--- config.mk ---
export PLATFORM = sky130hd
export DESIGN_NAME = seg7_scan_driver
export DESIGN_NICKNAME = d
export VERILOG_FILES = /design/src/rtl/seg7_pkg.sv /design/src/rtl/seg7_scan_driver_hex_seg_lut.sv /design/src/rtl/seg7_scan_driver.sv
export SDC_FILE = /design/constraint.sdc
export NUM_CORES = 1
export LEC_CHECK = 0
export BUFFER_PORTS_ARGS = -buffer_cell sky130_fd_sc_hd__buf_4
export CORE_UTILIZATION = 40
export DETAILED_ROUTE_END_ITERATION = 10
export GPL_TIMING_DRIVEN = 0
export PLACE_DENSITY = 0.56
export SETUP_SLACK_MARGIN = 0.02
export SLEW_MARGIN = 20
export SYNTH_ARGS = -nofsm -noshare
export SYNTH_HDL_FRONTEND = slang
export SYNTH_HIERARCHICAL = 1
export SYNTH_SLANG_ARGS = --single-unit
--- constraint.sdc ---
create_clock -name clk -period 3 [get_ports clk]
set_clock_uncertainty 0.05 [all_clocks]
set_input_delay 0.15 -clock clk [delete_from_list [all_inputs] [get_ports clk]]
set_output_delay 0.15 -clock clk [all_outputs]
set_load 0.005 [all_outputs]
--- src/rtl/seg7_pkg.sv ---
// Shared constants for the multiplexed 7-segment scan driver: blank pattern,
// hex decode table (g..a, active low) and a width helper.
package seg7_pkg;

    localparam logic [6:0] SEG_BLANK = 7'h7F;

    localparam logic [6:0] HEX_SEG_TABLE [16] = '{
        7'b1000000, 7'b1111001, 7'b0100100, 7'b0110000,
        7'b0011001, 7'b0010010, 7'b0000010, 7'b1111000,
        7'b0000000, 7'b0011000, 7'b0001000, 7'b0000011,
        7'b1000110, 7'b0100001, 7'b0000110, 7'b0001110
    };

    // Minimum of one bit so a counter never collapses to zero width.
    function automatic int clog2(input int value);
        int width;
        width = 1;
        while ((32'sd1 <<< width) < value) begin
            width = width + 1;
        end
        return width;
    endfunction

endpackage

--- src/rtl/seg7_scan_driver_hex_seg_lut.sv ---
// Combinational hex nibble to active-low seven-segment pattern (g..a).
module hex_seg_lut
    import seg7_pkg::*;
(
    input  logic [3:0] i_nibble,
    output logic [6:0] o_seg_n
);

    // Table lookup; every nibble value has an entry.
    always_comb begin
        o_seg_n = HEX_SEG_TABLE[i_nibble];
    end

endmodule

--- src/rtl/seg7_scan_driver.sv ---
// Scans an N-digit common-anode display one digit at a time from shadowed
// hex data, with decimal points, leading-zero blanking and per-digit blink.
module seg7_scan_driver
    import seg7_pkg::*;
#(
    parameter int NUM_DIGITS = 4,
    parameter int SCAN_DIV   = 50000,
    parameter int BLINK_LOG2 = 6
) (
    input  logic                    clk,
    input  logic                    rst,
    input  logic [4*NUM_DIGITS-1:0] value,
    input  logic                    load,
    input  logic [NUM_DIGITS-1:0]   dp_in,
    input  logic [NUM_DIGITS-1:0]   blink_en,
    input  logic                    blank_lz,
    output logic [6:0]              seg_n,
    output logic                    dp_n,
    output logic [NUM_DIGITS-1:0]   an_n,
    output logic                    frame_tick
);

    localparam int IDX_W = clog2(NUM_DIGITS);
    localparam int PRE_W = clog2(SCAN_DIV);

    logic [PRE_W-1:0]          r_presc;
    logic [IDX_W-1:0]          r_idx;
    logic [4*NUM_DIGITS-1:0]   r_sh_value;
    logic [NUM_DIGITS-1:0]     r_sh_dp;
    logic [NUM_DIGITS-1:0]     r_sh_blink;
    logic [BLINK_LOG2-1:0]     r_frame_cnt;
    logic                      r_blink_phase;
    logic                      r_wrap_d;

    logic                      w_presc_last;
    logic                      w_idx_last;
    logic                      w_wrap;
    logic [3:0]                w_nibble;
    logic [6:0]                w_dec_seg_n;
    logic [NUM_DIGITS-1:0]     w_hi_zero;
    logic                      w_lz_blank;
    logic                      w_blink;
    logic                      w_sel_dp;
    logic [NUM_DIGITS-1:0]     w_an_n;

    assign w_presc_last = (r_presc == PRE_W'(SCAN_DIV - 1));
    assign w_idx_last   = (r_idx == IDX_W'(NUM_DIGITS - 1));
    assign w_wrap       = w_presc_last & w_idx_last;
    assign w_nibble     = r_sh_value[{r_idx, 2'b00} +: 4];
    assign w_sel_dp     = r_sh_dp[r_idx];
    assign w_blink      = r_sh_blink[r_idx] & r_blink_phase;
    assign w_lz_blank   = blank_lz & (r_idx != '0) & w_hi_zero[r_idx];
    assign w_an_n       = ~({{(NUM_DIGITS-1){1'b0}}, 1'b1} << r_idx);

    // Bit i set when nibble i and every more significant nibble are zero.
    always_comb begin
        w_hi_zero = '0;
        for (int i = 0; i < NUM_DIGITS; i++) begin
            w_hi_zero[i] = ~|(r_sh_value >> (4 * i));
        end
    end

    hex_seg_lut u_lut (
        .i_nibble (w_nibble),
        .o_seg_n  (w_dec_seg_n)
    );

    // Shadow capture, scan counters, blink phase and registered pin drive.
    always_ff @(posedge clk) begin
        if (rst) begin
            r_presc       <= '0;
            r_idx         <= '0;
            r_sh_value    <= '0;
            r_sh_dp       <= '0;
            r_sh_blink    <= '0;
            r_frame_cnt   <= '0;
            r_blink_phase <= 1'b0;
            r_wrap_d      <= 1'b0;
            seg_n         <= SEG_BLANK;
            dp_n          <= 1'b1;
            an_n          <= '1;
            frame_tick    <= 1'b0;
        end else begin
            if (load) begin
                r_sh_value <= value;
                r_sh_dp    <= dp_in;
                r_sh_blink <= blink_en;
            end else begin
                r_sh_value <= r_sh_value;
                r_sh_dp    <= r_sh_dp;
                r_sh_blink <= r_sh_blink;
            end

            if (w_presc_last) begin
                r_presc <= '0;
                r_idx   <= w_idx_last ? '0 : r_idx + IDX_W'(1);
            end else begin
                r_presc <= r_presc + PRE_W'(1);
                r_idx   <= r_idx;
            end

            if (w_wrap) begin
                r_frame_cnt   <= r_frame_cnt + BLINK_LOG2'(1);
                r_blink_phase <= r_blink_phase ^ (&r_frame_cnt);
            end else begin
                r_frame_cnt   <= r_frame_cnt;
                r_blink_phase <= r_blink_phase;
            end

            // Delayed so the pulse lines up with digit 0 appearing on the pins.
            r_wrap_d   <= w_wrap;
            frame_tick <= r_wrap_d;
            an_n       <= w_an_n;

            if (w_blink) begin
                seg_n <= SEG_BLANK;
                dp_n  <= 1'b1;
            end else if (w_lz_blank) begin
                seg_n <= SEG_BLANK;
                dp_n  <= ~w_sel_dp;
            end else begin
                seg_n <= w_dec_seg_n;
                dp_n  <= ~w_sel_dp;
            end
        end
    end

endmodule

==> key figures, run 1 <==
Routing
  • Vias per inst: 4.93
  • First-iteration detailed-routing DRC count: 77
  • Via count: 2227
  • Routed wire length: 5.90 mm
  • Initial DRT Pass Iterations: 4
  • Avg WL per Cell: 13.1 um
  • Drc violations: 0
  • ANT nets after route: 0

Hold path
  • Hold crit path type: in2reg
  • Hold_sp: value[0]
  • WHS Endpoint: r_sh_value[0]$_SDFFE_PP0P_
  • Worst Hold Depth: 3

Critical path
  • CP arrival: 2.77 ns
  • WP data required: 3.22 ns
  • Critical Path Sink Type: flip-flop
  • Reg2reg start: r_idx[0]$_SDFFE_PP0N_
  • CP Launch Type: flip-flop
  • Crit Path Max Fanout: 10
  • CP startpoint: r_idx[0]$_SDFFE_PP0N_
  • Critical path class: reg2reg
  • Worst r2r path cells: 7
  • CP peak stage delay: 0.66 ns
  • Critical R2R Capture: seg_n[3]$_SDFF_PP1_
  • Slowest cell on crit path: mux4_2
  • CP Cell Sequence: clkbuf_1 -> mux4_2 -> inv_1 -> ha_1 -> o32ai_1 -> nor2_1 -> nand2_1
  • Reg2reg setup slack: 0.45 ns

GRT
  • Gr usage total: 0.174
  • Initial antenna violation count: 0
  • First-pass GRT wire length: 9.86 mm
  • Number of global-route vias before repair: about 2.1k
  • Total grt overflow: 0
  • Largest net degree at the start of global routing: 11

Synthesis
  • Cell Area, Synth: between 2000 and 3000 um2
  • Main combinational cell family by area after synthesis: simple AND/OR/NAND/NOR gates
  • Prevailing post-synth register cell: dfxtp_1
  • Compound-Gate Fraction of Synth Area: 0.0618
  • YS warnings: 6
  • Syn Area/Cell: 9.36 um2
  • Synth Instances: roughly 300
  • Post-synthesis xor/xnor area fraction: 0.0435
  • Proportion of synthesized area in mux cells: 0.147
  • Simple-Gate Fraction of Synth Area: 0.207
  • EDFF count, synth: 0
  • Top-area cell type share of the netlist area: 0.448
  • Yosys cell types: 38
  • Syn_nets: 341
  • Largest area contributor in the netlist: dfxtp_1
  • Synth area leaders: dfxtp_1, mux2i_1, nor2_1
  • Synth Register Bits: 63
  • Seq/Total Area, Yosys: 0.448
  • Synth Area in Adders: 0.0533
  • Ys async rst share: 0

Die
  • CORE AREA: a little under 7000 um2
  • Die width: between 80 and 90 um
  • IO Pins: 41
  • Cell Rows: 30
  • Die area: approximately 7400 um2
  • Initial core utilization: 0.415
  • DIE HEIGHT: 85.9 um

Cells and area
  • Commonest non-fill, non-tap cell in the layout: dfxtp_1
  • # diodes: 0
  • Final nets: just under 400
  • Post-layout util: 0.507
  • Share of post-route cells with drive strength above 1: 0.180
  • Area Growth Syn to Fin: 22.4%
  • Commonest cells after routing, fill and taps aside: dfxtp_1, nor2_1, buf_4

Timing
  • Minimum hold slack: 0.00172 ns
  • F_max: around 390 MHz
  • Worst slew pin tran: approximately 0.74 ns
  • Final setup viols: 0
  • Fin. max-slew vios: 0
  • Final critical-path share of the clock period: 0.849
  • Tmin final: 2.55 ns
  • Setup TNS Final: 0 ns
  • Final worst slack: 0.453 ns
  • Setup repair after global routing missed its margin: false
  • Hold Vio Cnt, Final: 0
  • Max-slew headroom: 0.509

CTS
  • TritonCTS clock tree: done
  • Total CTS buffers: 9
  • CTS root buffer: clkbuf_8
  • Post CTS Setup Buffer Count: 0
  • H-tree depth: 3
  • # clock sinks: 63
  • Clk Latency, worst-skew pair: 0.33 ns
  • Clk slew on worst S/H paths: 0.07 ns
  • Max Buffers Root-to-Sink: 2

Place
  • Final GP Congestion: 0.810
  • Dpl ws: roughly 0.43 ns
  • Port Buffer Count: 38
  • Hpwl dp: approximately 4.3 mm

Status
  • Outcome: complete, no violations

Job
  • Max Cap Viol: 0

Pwr
  • Static Leak: 1.39 nW
  • PwrDens: 514 nW/um2
  • Peak VDD IR: between 0.0002 and 0.0003 V
  • Total power: approximately 1.8 mW
==> what timing repair did <==
item	in CTS	in global routing
resized for setup	0	0
endpoints found under the hold margin	4	0
hold buffers	4	0
==> worst max-delay path by stage <==
stage / endpoint / slack, ns / depth (start not counted)
3_3_place_gp: seg_n[3]$_SDFF_PP1_ / 0.43 / 7
2_1_floorplan: seg_n[3]$_SDFF_PP1_ / 0.73 / 7
6_report: seg_n[3]$_SDFF_PP1_ / 0.45 / 7
3_5_place_dp: seg_n[3]$_SDFF_PP1_ / 0.43 / 7
4_1_cts: seg_n[3]$_SDFF_PP1_ / 0.41 / 7
5_1_grt: seg_n[3]$_SDFF_PP1_ / 0.17 / 7
==> cells in the mapped netlist, drive strengths merged (2+ instances only) <==
| cell | instances |
|---|---|
| or3 | 6 |
| o21ai | 11 |
| clkbuf | 9 |
| mux2i | 29 |
| nand3b | 2 |
| nor2 | 54 |
| xnor2 | 11 |
| nor3 | 4 |
| dfxtp | 63 |
| xor2 | 3 |
| inv | 11 |
| ha | 12 |
| mux4 | 5 |
| or4 | 4 |
| a21oi | 11 |
| and3 | 3 |
| nor4 | 7 |
| buf | 5 |
| o31ai | 3 |
| nand2 | 18 |
| nand4 | 4 |
| nand2b | 3 |
| nand3 | 13 |
==> area by class of cell <==
class	instances	area [um2]
Buffer	14	70.1
Clock buffer	12	155
Clock inverter	1	30.0
Fill cell	636	3350
Inverter	11	41.3
Multi-Input combinational cell	213	1440
Sequential cell	63	1260
Tap cell	96	120
Timing Repair Buffer	42	325
==> metal layers <==
| metal | wire [um] | part of all wire | vias to the layer above | GRT usage |
|---|---|---|---|---|
| met5 | 0 | 0 | - | 0 |
| met4 | 136 | 0.023 | 0 | 0.0848 |
| met3 | 220 | 0.037 | 12 | 0.0366 |
| met2 | 2840 | 0.48 | 52 | 0.296 |
| met1 | 2700 | 0.46 | 1017 | 0.209 |
| li1 | - | - | 1146 | - |
==> where the power goes <==
| group | internal, mW | total [mW] | switching (mW) |
|---|---|---|---|
| clock | 0.416 | 0.717 | 0.301 |
| combinational | 0.0873 | 0.164 | 0.0771 |
| sequential | 0.869 | 0.889 | 0.0197 |
==> metrics by stage <==
step | cells | instance area [um2]
floorplan | 301 | 2820
global placement | 435 | 3220
detailed placement | 435 | 3220
CTS | 452 | 3450
global route | 452 | 3450
finish | 452 | 3450
==> cells by family (layout without fill, tap and decap cells) <==
kind of cell	after synthesis	count (layout)
simple gates	122	122
flops	63	63
mux	35	35
compound gates	30	30
buf+inv	25	80
xor+xnor	14	14
fa+ha+maj	12	12
==> worst max-delay path: cells and delay by family, from the launching register on <==
family	cells	cell delay [ns]
buffers and inverters	2	0.68
muxes	1	0.66
DFF	1	0.35
AOI/OAI and AO/OA	1	0.29
adders and majority gates	1	0.28
and+or+nand+nor	2	0.17
==> state kept, by name, summed over array words and instances, names as in the netlist <==
| name | count |
|---|---|
| r_frame_cnt | 6 |
| an_n | 4 |
| dp_n | 1 |
| r_sh_value | 16 |
| r_blink_phase | 1 |
| r_idx | 2 |
| r_sh_dp | 4 |
| seg_n | 7 |
| r_presc | 16 |
| r_sh_blink | 4 |
| frame_tick | 1 |
| r_wrap_d | 1 |
(Power assumes the default switching activity.)
==> run 2, diff against run 1 <==
- PLACE_DENSITY: 0.56 -> 0.59
- clock period: 3 -> 2.22 ns (I/O delays scaled with it)
==> run 2 against run 1 <==
Net effect:
- hold slack improved by 0.087 ns
- final area up 6.6%
- first-iteration DRC count shrank 23%
- critical path depth decreased by 2
- cell count grew 5.3%
==> key figures, run 2 (same netlist as run 1, synthesis figures left out) <==
Timing
  • Final worst slack: 0.0993 ns (-0.354 ns)
  • Max-slew headroom: 0.519 (+0.00960)
  • F_max: 472 MHz (+20%)
  • Setup repair after global routing missed its margin: false
  • Tmin final: 2.12 ns (-0.426 ns)
  • Minimum hold slack: 0.0890 ns (+0.0873 ns)
  • Fin. max-slew vios: 0 (unchanged)
  • Worst slew pin tran: 0.722 ns (-0.0144 ns)
  • Final critical-path share of the clock period: 0.955 (+0.106)
  • Final setup viols: 0 (unchanged)
  • Setup TNS Final: 0 ns (unchanged)
  • Hold Vio Cnt, Final: 0 (unchanged)

Critical path
  • Crit Path Max Fanout: 6 (-4)
  • Buf/Inv on CP: 1 (-1)
  • Critical Path Sink Type: flip-flop
  • WP data required: 2.44 ns (-0.78 ns)
  • CP arrival: 2.34 ns (-0.43 ns)
  • Cell mode on critical path: or4_1
  • Slowest cell on crit path: or4_1
  • CP Launch Type: flip-flop
  • CP peak stage delay: 0.54 ns (-0.12 ns)
  • Critical path's top delay family: simple AND/OR/NAND/NOR gates
  • Critical path class: reg2reg
  • CP Cell Sequence: or4_1 -> or4_1 -> clkbuf_2 -> or3_1 -> a21oi_1

Cells and area
  • Commonest cells after routing, fill and taps aside: dfxtp_1, nor2_1, buf_4
  • Multi-input logic area: 1450 um2 (+0.61%)
  • Final nets: 415 (+5.3%)
  • Biggest regs: r_presc: 16 flops, r_sh_value: 16 flops, seg_n: 7 flops
  • # diodes: 0 (unchanged)
  • Commonest non-fill, non-tap cell in the layout: dfxtp_1
  • # fillers: 650 (+2.2%)
  • Area taken by flip-flops and latches: 1260 um2 (+0.20%)
  • Area Growth Syn to Fin: 30.4%
  • Share of post-route cells with drive strength above 1: 0.200 (+0.0202)
  • Post-route cell area: 3670 um2 (+6.6%)

GRT
  • Largest net degree at the start of global routing: 11 (unchanged)
  • Gr usage total: 0.176 (+0.00157)
  • Total grt overflow: 0 (unchanged)
  • Initial antenna violation count: 0 (unchanged)
  • Number of global-route vias before repair: 2145 (+0.70%)
  • First-pass GRT wire length: 9.91 mm (+0.49%)

Pwr
  • Total power: 2.34 mW (+32%)
  • Peak VDD IR: 0.000358 V (+36%)
  • PwrDens: 638 nW/um2 (+24%)
  • Static Leak: 1.49 nW (+6.9%)

Die
  • Cell Rows: 30 (unchanged)
  • Die area: 7380 um2 (unchanged)
  • CORE AREA: 6790 um2 (unchanged)
  • Die width: 85.9 um (unchanged)
  • DIE HEIGHT: 85.9 um (unchanged)
  • Initial core utilization: 0.415 (unchanged)
  • IO Pins: 41 (unchanged)

Place
  • Hpwl dp: 4.11 mm (-4.9%)
  • Port Buffer Count: 38 (unchanged)
  • Final GP Congestion: 0.799 (-1.4%)
  • Dpl ws: -0.110 ns (-0.538 ns)
  • Post-DP Area: 3220 um2 (about the same)

Routing
  • Initial DRT Pass Iterations: 4 (unchanged)
  • First-iteration detailed-routing DRC count: 59 (-23%)
  • Avg WL per Cell: 12.5 um (-4.6%)
  • ANT nets after route: 0 (unchanged)
  • Drc violations: 0 (unchanged)
  • Via count: 2283 (+2.5%)
  • Vias per inst: 4.80 (-2.7%)
  • Routed wire length: 5.93 mm (+0.49%)

CTS
  • Clk slew on worst S/H paths: 0.07 ns (about the same)
  • Max Buffers Root-to-Sink: 2 (unchanged)
  • H-tree depth: 3 (unchanged)
  • Clk Latency, worst-skew pair: 0.34 ns (about the same)
  • Total CTS buffers: 9 (unchanged)
  • TritonCTS clock tree: done
  • # clock sinks: 63 (unchanged)
  • CTS root buffer: clkbuf_8

Hold path
  • Hold crit path type: in2reg

Job
  • Max Cap Viol: 0 (unchanged)

Status
  • Outcome: complete, no violations
run 2: timing repair:
item | in CTS | in global routing
pin swaps | 1 | 1
hold endpoints to repair | 24 | 0
setup buffers | 0 | 1
hold buffers | 24 | 0
cloned | 0 | 0
endpoints found under the setup margin | 18 | 19
resized for setup | 5 | 9
run 2: layout make-up:
| cell class | count | area share |
|---|---|---|
| multi-input combinational | 213 | 0.395 |
| sequential | 63 | 0.344 |
| timing repair buffer | 63 | 0.145 |
| clock buffer | 13 | 0.0433 |
| tap | 96 | 0.0327 |
| buffer | 14 | 0.0235 |
| inverter | 11 | 0.0112 |
| clock inverter | 3 | 0.00477 |
run 2: power breakdown:
part	leakage, nW	internal, mW	switching (mW)
combinational	0.881	0.143	0.112
sequential	0.517	1.17	0.0266
clock	0.0894	0.463	0.425
total	1.49	1.78	0.563
run 2: path summary, 6_finish.rpt:
path / from / end / slack, ns / cells past startpoint
worst max-delay path: r_presc[11]$_SDFF_PP0_ / r_idx[0]$_SDFFE_PP0N_ / 0.1 / 5
worst min-delay path: rst / frame_tick$_SDFF_PP0_ / 0.09 / 2
worst max register to register: r_presc[11]$_SDFF_PP0_ / r_idx[0]$_SDFFE_PP0N_ / 0.1 / 5
worst min register to register: r_wrap_d$_SDFF_PP0_ / frame_tick$_SDFF_PP0_ / 0.39 / 1
run 2: layer usage:
layer,routed length (um),vias up,track usage,part of all wire
met5,0,-,0,0
met1,2910,1044,0.221,0.49
li1,-,1191,-,-
met3,216,10,0.0510,0.036
met2,2680,38,0.281,0.45
met4,124,0,0.0742,0.021
run 2: through the flow:
stage,instances,util
after CTS,475,0.538
final,476,0.541
after global routing,476,0.541
after global placement,435,0.474
after detailed placement,435,0.474
after floorplan,301,-
